## src/rtl/freq_meter.sv

```systemverilog
// Counts synchronized rising edges of signal_i over a GATE_CYCLES window and reports the count.
// Latency: an input edge reaches the counter SYNC_STAGES+1 cycles later; the result registers 1 cycle after the window ends.
// No backpressure: valid_o is a one-cycle strobe and windows run back to back while enable_i is high.
module freq_meter #(
    parameter int GATE_CYCLES = 100000000,
    parameter int COUNT_WIDTH = 28,
    parameter int SYNC_STAGES = 2
) (
    input  logic                   clock_i,
    input  logic                   reset_i,
    input  logic                   signal_i,
    input  logic                   enable_i,
    output logic [COUNT_WIDTH-1:0] count_o,
    output logic                   valid_o,
    output logic                   overflow_o,
    output logic                   busy_o
);

    localparam int GW = (GATE_CYCLES > 1) ? $clog2(GATE_CYCLES) : 1;
    localparam logic [GW-1:0]          GATE_LAST = GW'(GATE_CYCLES - 1);
    localparam logic [COUNT_WIDTH-1:0] CNT_MAX   = '1;

    typedef enum logic {
        IDLE    = 1'b0,
        MEASURE = 1'b1
    } state_t;

    logic [SYNC_STAGES-1:0] sync_q;
    logic                   prev_q;
    logic                   rise;

    state_t                 state_q, state_d;
    logic [GW-1:0]          gate_q, gate_d;
    logic [COUNT_WIDTH-1:0] edge_q, edge_d, edge_step;
    logic                   sat_q, sat_d, sat_step;
    logic [COUNT_WIDTH-1:0] count_d;
    logic                   valid_d;
    logic                   overflow_d;

    // Synchronizer chain and edge register; runs in every state so edges are tracked across IDLE.
    always_ff @(posedge clock_i) begin
        if (reset_i) begin
            sync_q <= '0;
            prev_q <= 1'b0;
        end else begin
            sync_q <= {sync_q[SYNC_STAGES-2:0], signal_i};
            prev_q <= sync_q[SYNC_STAGES-1];
        end
    end

    assign rise = sync_q[SYNC_STAGES-1] & ~prev_q;

    // Saturating edge increment; a rise arriving while already at the ceiling marks the window as overflowed.
    always_comb begin
        edge_step = edge_q;
        sat_step  = sat_q;
        if (rise) begin
            if (edge_q == CNT_MAX) begin
                sat_step = 1'b1;
            end else begin
                edge_step = edge_q + 1'b1;
            end
        end
    end

    // Next-state and output logic for the IDLE/MEASURE window controller.
    always_comb begin
        state_d    = state_q;
        gate_d     = gate_q;
        edge_d     = edge_q;
        sat_d      = sat_q;
        count_d    = count_o;
        overflow_d = overflow_o;
        valid_d    = 1'b0;
        case (state_q)
            IDLE: begin
                if (enable_i) begin
                    state_d = MEASURE;
                    gate_d  = '0;
                    edge_d  = '0;
                    sat_d   = 1'b0;
                end
            end
            MEASURE: begin
                if (gate_q == GATE_LAST) begin
                    // Final gate cycle: publish including this cycle's rise, then restart or stop.
                    count_d    = edge_step;
                    overflow_d = sat_step;
                    valid_d    = 1'b1;
                    gate_d     = '0;
                    edge_d     = '0;
                    sat_d      = 1'b0;
                    state_d    = enable_i ? MEASURE : IDLE;
                end else if (!enable_i) begin
                    // Abort: partial window is discarded, published result is left untouched.
                    state_d = IDLE;
                end else begin
                    gate_d = gate_q + 1'b1;
                    edge_d = edge_step;
                    sat_d  = sat_step;
                end
            end
            default: state_d = IDLE;
        endcase
    end

    // State and output registers.
    always_ff @(posedge clock_i) begin
        if (reset_i) begin
            state_q    <= IDLE;
            gate_q     <= '0;
            edge_q     <= '0;
            sat_q      <= 1'b0;
            count_o    <= '0;
            valid_o    <= 1'b0;
            overflow_o <= 1'b0;
        end else begin
            state_q    <= state_d;
            gate_q     <= gate_d;
            edge_q     <= edge_d;
            sat_q      <= sat_d;
            count_o    <= count_d;
            valid_o    <= valid_d;
            overflow_o <= overflow_d;
        end
    end

    assign busy_o = (state_q == MEASURE);

endmodule
```

## config.mk

```make
export PLATFORM = sky130hd
export DESIGN_NAME = freq_meter
export DESIGN_NICKNAME = d
export VERILOG_FILES = /design/src/rtl/freq_meter.sv
export SDC_FILE = /design/constraint.sdc
export NUM_CORES = 1
export LEC_CHECK = 0
export BUFFER_PORTS_ARGS = -buffer_cell sky130_fd_sc_hd__buf_4
export CELL_PAD_IN_SITES_DETAIL_PLACEMENT = 1
export CELL_PAD_IN_SITES_GLOBAL_PLACEMENT = 1
export CORE_ASPECT_RATIO = 0.8
export CORE_MARGIN = 5
export CORE_UTILIZATION = 50
export CTS_BUF_LIST = sky130_fd_sc_hd__clkbuf_4
export DETAILED_ROUTE_END_ITERATION = 12
export PLACE_DENSITY_LB_ADDON = 0.1
export SLEW_MARGIN = 20
export SYNTH_ARGS = -nofsm -noshare
export SYNTH_HDL_FRONTEND = slang
export SYNTH_SLANG_ARGS = --single-unit
```

## constraint.sdc

```tcl
create_clock -name clock_i -period 3.35 [get_ports clock_i]
set_clock_uncertainty 0.05 [all_clocks]
set_input_delay 0.67 -clock clock_i [delete_from_list [all_inputs] [get_ports clock_i]]
set_output_delay 0.67 -clock clock_i [all_outputs]
set_load 0.02 [all_outputs]
```

==> results.sh, run 1 <==
export IMPL_root_buffer="clkbuf_4"
export IMPL_antenna_cells=0
export IMPL_routabilityCongestion=0.910
export IMPL_ant_nets=0
export IMPL_initial_core_util_pct=51.9
export IMPL_synth_ff_type="dfxtp_1"
export IMPL_fin_tns_setup_ps=0
export IMPL_die_area_um2=10900
export IMPL_critPathCaptureType="flop"
export IMPL_slew_violations=0
export IMPL_die_w_um=116
export IMPL_hold_viol=0
export IMPL_hpwlAfterDp_um=8820
export IMPL_setup_violations_final=0
export IMPL_netlist_instances=544
export IMPL_tightest_slew_ps=754
export IMPL_routed_via_density=6.11
export IMPL_cts_inserted_buffers=9
export IMPL_cts_resized=0
export IMPL_netlist_area_um2=4460
export IMPL_final_cell_mix="dfxtp_1 (90), nor2_1 (69), nand2_1 (52), buf_4 (41), a211oi_1 (29)"
export IMPL_synthesis_nets=550
export IMPL_cts_sinks=90
export IMPL_fmax_mhz=372
export IMPL_grt_ovfl_total=0
export IMPL_reg2reg_slack_ps=660
export IMPL_synth_cell_types=49
export IMPL_synth_edf_count=0
export IMPL_cts_tree="done"
export IMPL_layout_min_cycle_time_ps=2690
export IMPL_grt_pass1_wl_um=20600
export IMPL_netlist_area_leader_share_pct=40.4
export IMPL_reg2regPathDepth=7
export IMPL_postCtsSetupBuffers=0
export IMPL_rr_endpoint="count_o[23]"
export IMPL_core_um2=8600
export IMPL_ctsHoldBuffers=0
export IMPL_drive_above_1_share_pct=11.9
export IMPL_min_delay_worst_endpoint="sync_q[1]"
export IMPL_hold_class="flop to flop"
export IMPL_post_route_util_pct=57.6
export IMPL_synth_largest_area_cell="dfxtp_1"
export IMPL_die_height_um=94.5
export IMPL_io_buffers=34
export IMPL_grt_util_all_layers_pct=23.6
export IMPL_crit_type="flop to flop"
export IMPL_ys_seq_elements=90
export IMPL_htree_num_levels=3
export IMPL_num_io_pins=35
export IMPL_worst_path_max_fanout=7
export IMPL_clk_latency_ps=460
export IMPL_antenna_found_initial=0
export IMPL_synth_area_top_cells="dfxtp_1 (40%), nor2_1 (5.8%), a211oi_1 (4.9%)"
export IMPL_min_from="sync_q[0]"
export IMPL_irDropWorstVdd_mv=0.277
export IMPL_clock_path_buffers=2
export IMPL_fin_crit_sh_pct=80.2
export IMPL_drt_initial_drc_count=265
export IMPL_arrival_ps=3010
export IMPL_status="finished, final reports clean"
export IMPL_grt_pass1_vias=4142
export IMPL_syn2layout_area_growth_pct=10.9
export IMPL_startpoint_type="flop"
export IMPL_post_place_ws_ps=694
export IMPL_postSynthAreaPerCell_um2=8.20
export IMPL_cp_required_ps=3670
export IMPL_fin_hold_ws_ps=417
export IMPL_synthArstFlopShare_pct=0
export IMPL_num_nets_final=571
export IMPL_rsz0062_at_grt="no"
export IMPL_rows=30
export IMPL_wl_per_cell_um=17.8
export IMPL_yosysSeqAreaShare_pct=40.4
export IMPL_slew_headroom_pct=49.4
export IMPL_routed_wirelength_um=12200
export IMPL_hold_depth=1
export IMPL_rr_startpoint="edge_q[0]"
export IMPL_clk_pin_slew_ps=150
export IMPL_p_leak_nw=1.60
export IMPL_p_per_area_nw_per_um2=358
export IMPL_power_total_mw=1.77
export IMPL_grt_max_degree=46
export IMPL_ys_warn_count=0
export IMPL_vias=4170
export IMPL_drv_cap=0
export IMPL_timing_final_ws_setup_ps=663
export IMPL_drt_pass1_iterations=4
export IMPL_drc_errors=0
export IMPL_mostFrequentLayoutCell="dfxtp_1"
==> cell families after synthesis <==
family                     after synthesis  share of synthesized area [%]
muxes                                    3                          0.673
DFF                                     90                           40.4
xor gates and xnor gates                45                           8.83
buffers and inverters                   44                           4.04
AOI/OAI and AO/OA                      113                           16.5
adders and majority gates                2                          0.561
and+or+nand+nor                        247                           29.0
==> flip-flops by register name, indices dropped and copies added (netlist names) <==
name,cells
busy_o,1
count_o,28
edge_q,28
gate_q,27
overflow_o,1
prev_q,1
sat_q,1
sync_q,2
valid_o,1
==> per-stage QoR <==
step                      area [µm²]  std cells
after floorplan                 4460        544
after global placement          4800        666
after detailed placement        4800        666
after CTS                       4940        682
after global routing            4950        682
final                           4950        682
==> worst max-delay path, stage by stage, from the launching register on <==
cell and delay [ps]:
dfxtp_1 430, ha_1 300, and4_1 270, and4b_1 220, a211oi_1 660, nand2b_1 210
xnor2_1 200, a211oi_1 260
==> Yosys cell counts, types with 6 or more instances <==
cell,count
a211oi_1,29
clkbuf_1,17
nand2_1,52
a31oi_1,21
or3_1,7
nand3_1,27
xor2_1,22
buf_2,11
nor2b_1,6
dfxtp_1,90
a21oi_1,27
o21ai_0,16
and4_1,10
and3_1,10
nand4_1,21
nor2_1,69
nor3_1,10
a41oi_1,7
xnor2_1,23
nor4_1,12
inv_1,12
==> worst max-delay path by stage <==
stage,cells past startpoint,to,startpoint
after global routing,8,count_o[23],gate_q[0]
after floorplan,8,gate_q[22],busy_o
after detailed placement,7,count_o[6],edge_q[0]
after global placement,7,count_o[6],edge_q[0]
final,7,count_o[23],edge_q[0]
after CTS,7,count_o[3],edge_q[0]
==> layout make-up <==
type                       count  area [µm²]
fill                        1042        3650
multi-input combinational    410        2490
sequential                    90        1800
timing repair buffer          42         328
tap                          112         140
clock buffer                  10        75.1
clock inverter                 6        67.6
inverter                      12        45.0
==> routing by layer <==
layer | routed length [µm] | global-route usage, %
met5 | 0 | 0
met4 | 101 | 5.22
met3 | 789 | 5.77
met2 | 5410 | 37.6
met1 | 5850 | 32.4
==> power breakdown <==
part | switching (mW) | internal, mW
Clock | 0.389 | 0.238
Combinational | 0.0493 | 0.0161
Sequential | 0.00348 | 1.07
No activity file was read; power rests on OpenSTA's default activity.
==> inputs of run 2 (changes only) <==
--- a/config.mk
+++ b/config.mk
@@ -10,7 +10,7 @@
 export CELL_PAD_IN_SITES_GLOBAL_PLACEMENT = 1
 export CORE_ASPECT_RATIO = 0.8
 export CORE_MARGIN = 5
-export CORE_UTILIZATION = 50
+export CORE_UTILIZATION = 47
 export CTS_BUF_LIST = sky130_fd_sc_hd__clkbuf_4
 export DETAILED_ROUTE_END_ITERATION = 12
 export PLACE_DENSITY_LB_ADDON = 0.1
==> constraint.sdc (replaced) <==
create_clock -name clock_i -period 2.8 [get_ports clock_i]
set_clock_uncertainty 0.05 [all_clocks]
set_input_delay 0.56 -clock clock_i [delete_from_list [all_inputs] [get_ports clock_i]]
set_output_delay 0.56 -clock clock_i [all_outputs]
set_load 0.02 [all_outputs]
==> results.sh, run 2 (synthesis gave the netlist of run 1 again) <==
export IMPL_combinationalPowerShare_pct=3.5
export IMPL_top_regs="count_o: 28 flops, edge_q: 28 flops, gate_q: 27 flops"
export IMPL_vias=4131
export IMPL_critPathMaxStageDelay_ps=420
export IMPL_postCtsSetupBuffers=0
export IMPL_die_w_um=119
export IMPL_rows=31
export IMPL_timing_final_ws_setup_ps=259
export IMPL_swShare_pct=22.4
export IMPL_grt_util_all_layers_pct=21.7
export IMPL_crit_chain="ha_1 > and3_1 > nand2_1 > nor4_1 > and2_2 > buf_12 > nor2_1 > a211oi_1"
export IMPL_drt_pass1_iterations=4
export IMPL_slew_headroom_pct=48.4
export IMPL_core_um2=9150
export IMPL_clkPwrFrac_pct=39.7
export IMPL_p_leak_nw=1.65
export IMPL_htree_num_levels=3
export IMPL_mostFrequentLayoutCell="dfxtp_1"
export IMPL_ant_nets=0
export IMPL_clk_pin_slew_ps=130
export IMPL_die_area_um2=11600
export IMPL_die_height_um=97.1
export IMPL_reg2reg_slack_ps=260
export IMPL_antenna_cells=0
export IMPL_cts_sinks=90
export IMPL_clock_path_buffers=2
export IMPL_fin_crit_sh_pct=90.8
export IMPL_cp_required_ps=3100
export IMPL_routabilityCongestion=0.826
export IMPL_wl_per_cell_um=17.7
export IMPL_power_switching_mw=0.509
export IMPL_cts_inserted_buffers=9
export IMPL_arrival_ps=2840
export IMPL_clk_latency_ps=450
export IMPL_irDropWorstVdd_mv=0.310
export IMPL_drc_errors=0
export IMPL_fin_tns_setup_ps=0
export IMPL_io_buffers=34
export IMPL_antenna_found_initial=0
export IMPL_p_per_area_nw_per_um2=452
export IMPL_initial_core_util_pct=48.7
export IMPL_critPathCaptureType="flop"
export IMPL_cts_tree="done"
export IMPL_ctsHoldBuffers=0
export IMPL_fmax_mhz=394
export IMPL_routed_wirelength_um=12200
export IMPL_layout_min_cycle_time_ps=2540
export IMPL_critPathSlowestCell="nor4_1"
export IMPL_seqPwrFrac_pct=56.7
export IMPL_drv_cap=0
export IMPL_drive_above_1_share_pct=12.5
export IMPL_cts_resized=0
export IMPL_post_place_ws_ps=333
export IMPL_crit_type="flop to flop"
export IMPL_drt_initial_drc_count=217
export IMPL_grt_max_degree=44
export IMPL_syn2layout_area_growth_pct=12.7
export IMPL_routed_via_density=5.98
export IMPL_hold_viol=0
export IMPL_worst_path_max_fanout=41
export IMPL_tightest_slew_ps=773
export IMPL_num_io_pins=35
export IMPL_grt_pass1_wl_um=20900
export IMPL_root_buffer="clkbuf_4"
export IMPL_p_int_mw=1.76
export IMPL_hpwlAfterDp_um=8770
export IMPL_status="finished, final reports clean"
export IMPL_slew_violations=0
export IMPL_startpoint_type="flop"
export IMPL_grt_ovfl_total=0
export IMPL_hold_class="input pin to flop"
export IMPL_rsz0062_at_grt="no"
export IMPL_grt_pass1_vias=4141
export IMPL_num_nets_final=577
export IMPL_final_cell_mix="dfxtp_1 (90), nor2_1 (69), nand2_1 (52), buf_4 (47), a211oi_1 (29)"
export IMPL_setup_violations_final=0
-- run 2: cell count changes in the layout (fill, tap and decap cells not counted), sizes merged --
cell,previous run,this run
bufinv,1,3
clkinv,4,2
buf,42,48
-- run 2: final timing paths --
kind	from	to	cells after the start
hold / removal	signal_i	sync_q[0]	2
setup / recovery	gate_q[0]	count_o[15]	8
hold reg to reg	sync_q[0]	sync_q[1]	1
setup reg to reg	gate_q[0]	count_o[15]	8
-- run 2: per-layer routing --
metal	vias up	share of wire, %	GRT usage (%)
met3	11	4.4	4.48
met4	0	0.90	5.08
met2	74	43	33.0
li1	2021	-	-
met5	-	0	0
met1	2025	51	31.5
-- run 2: power groups by stage --
stage	clock (mW)	sequential [mW]	combinational [mW]
global placement	0	1.32	0.0778
global route	0.975	1.29	0.0893
detailed placement	0	1.32	0.0794
floorplan	0	1.31	0.0517
finish	0.903	1.29	0.0804
CTS	0.928	1.29	0.0803
-- run 2: worst max-delay path, delay by kind of cell, from the launching register on --
family	cells	cell delay, ps
AND/OR/NAND/NOR	5	1280
flip-flops	1	410
AO/OA/AOI/OAI	1	210
adder cells (fa/ha/maj)	1	230
buffers and inverters	1	240
-- run 2: layout make-up --
class / count / area [µm²]
fillers: 1130 / 4120
well taps: 115 / 144
inverters: 12 / 45.0
clock buffers: 10 / 75.1
multi-input cells: 410 / 2490
flip-flops and latches: 90 / 1800
repair buffers: 48 / 373
clock inverters: 6 / 105
-- run 2: metrics by stage --
step	util [%]	cells	hold WS (ps)	cell area (µm²)	total power, mW
final	54.9	691	274	5030	2.27
after global routing	54.9	691	250	5030	2.35
after CTS	54.9	691	254	5030	2.30
after detailed placement	53.0	675	382	4850	1.40
after global placement	53.0	675	370	4850	1.39
after floorplan	-	544	364	4460	1.37
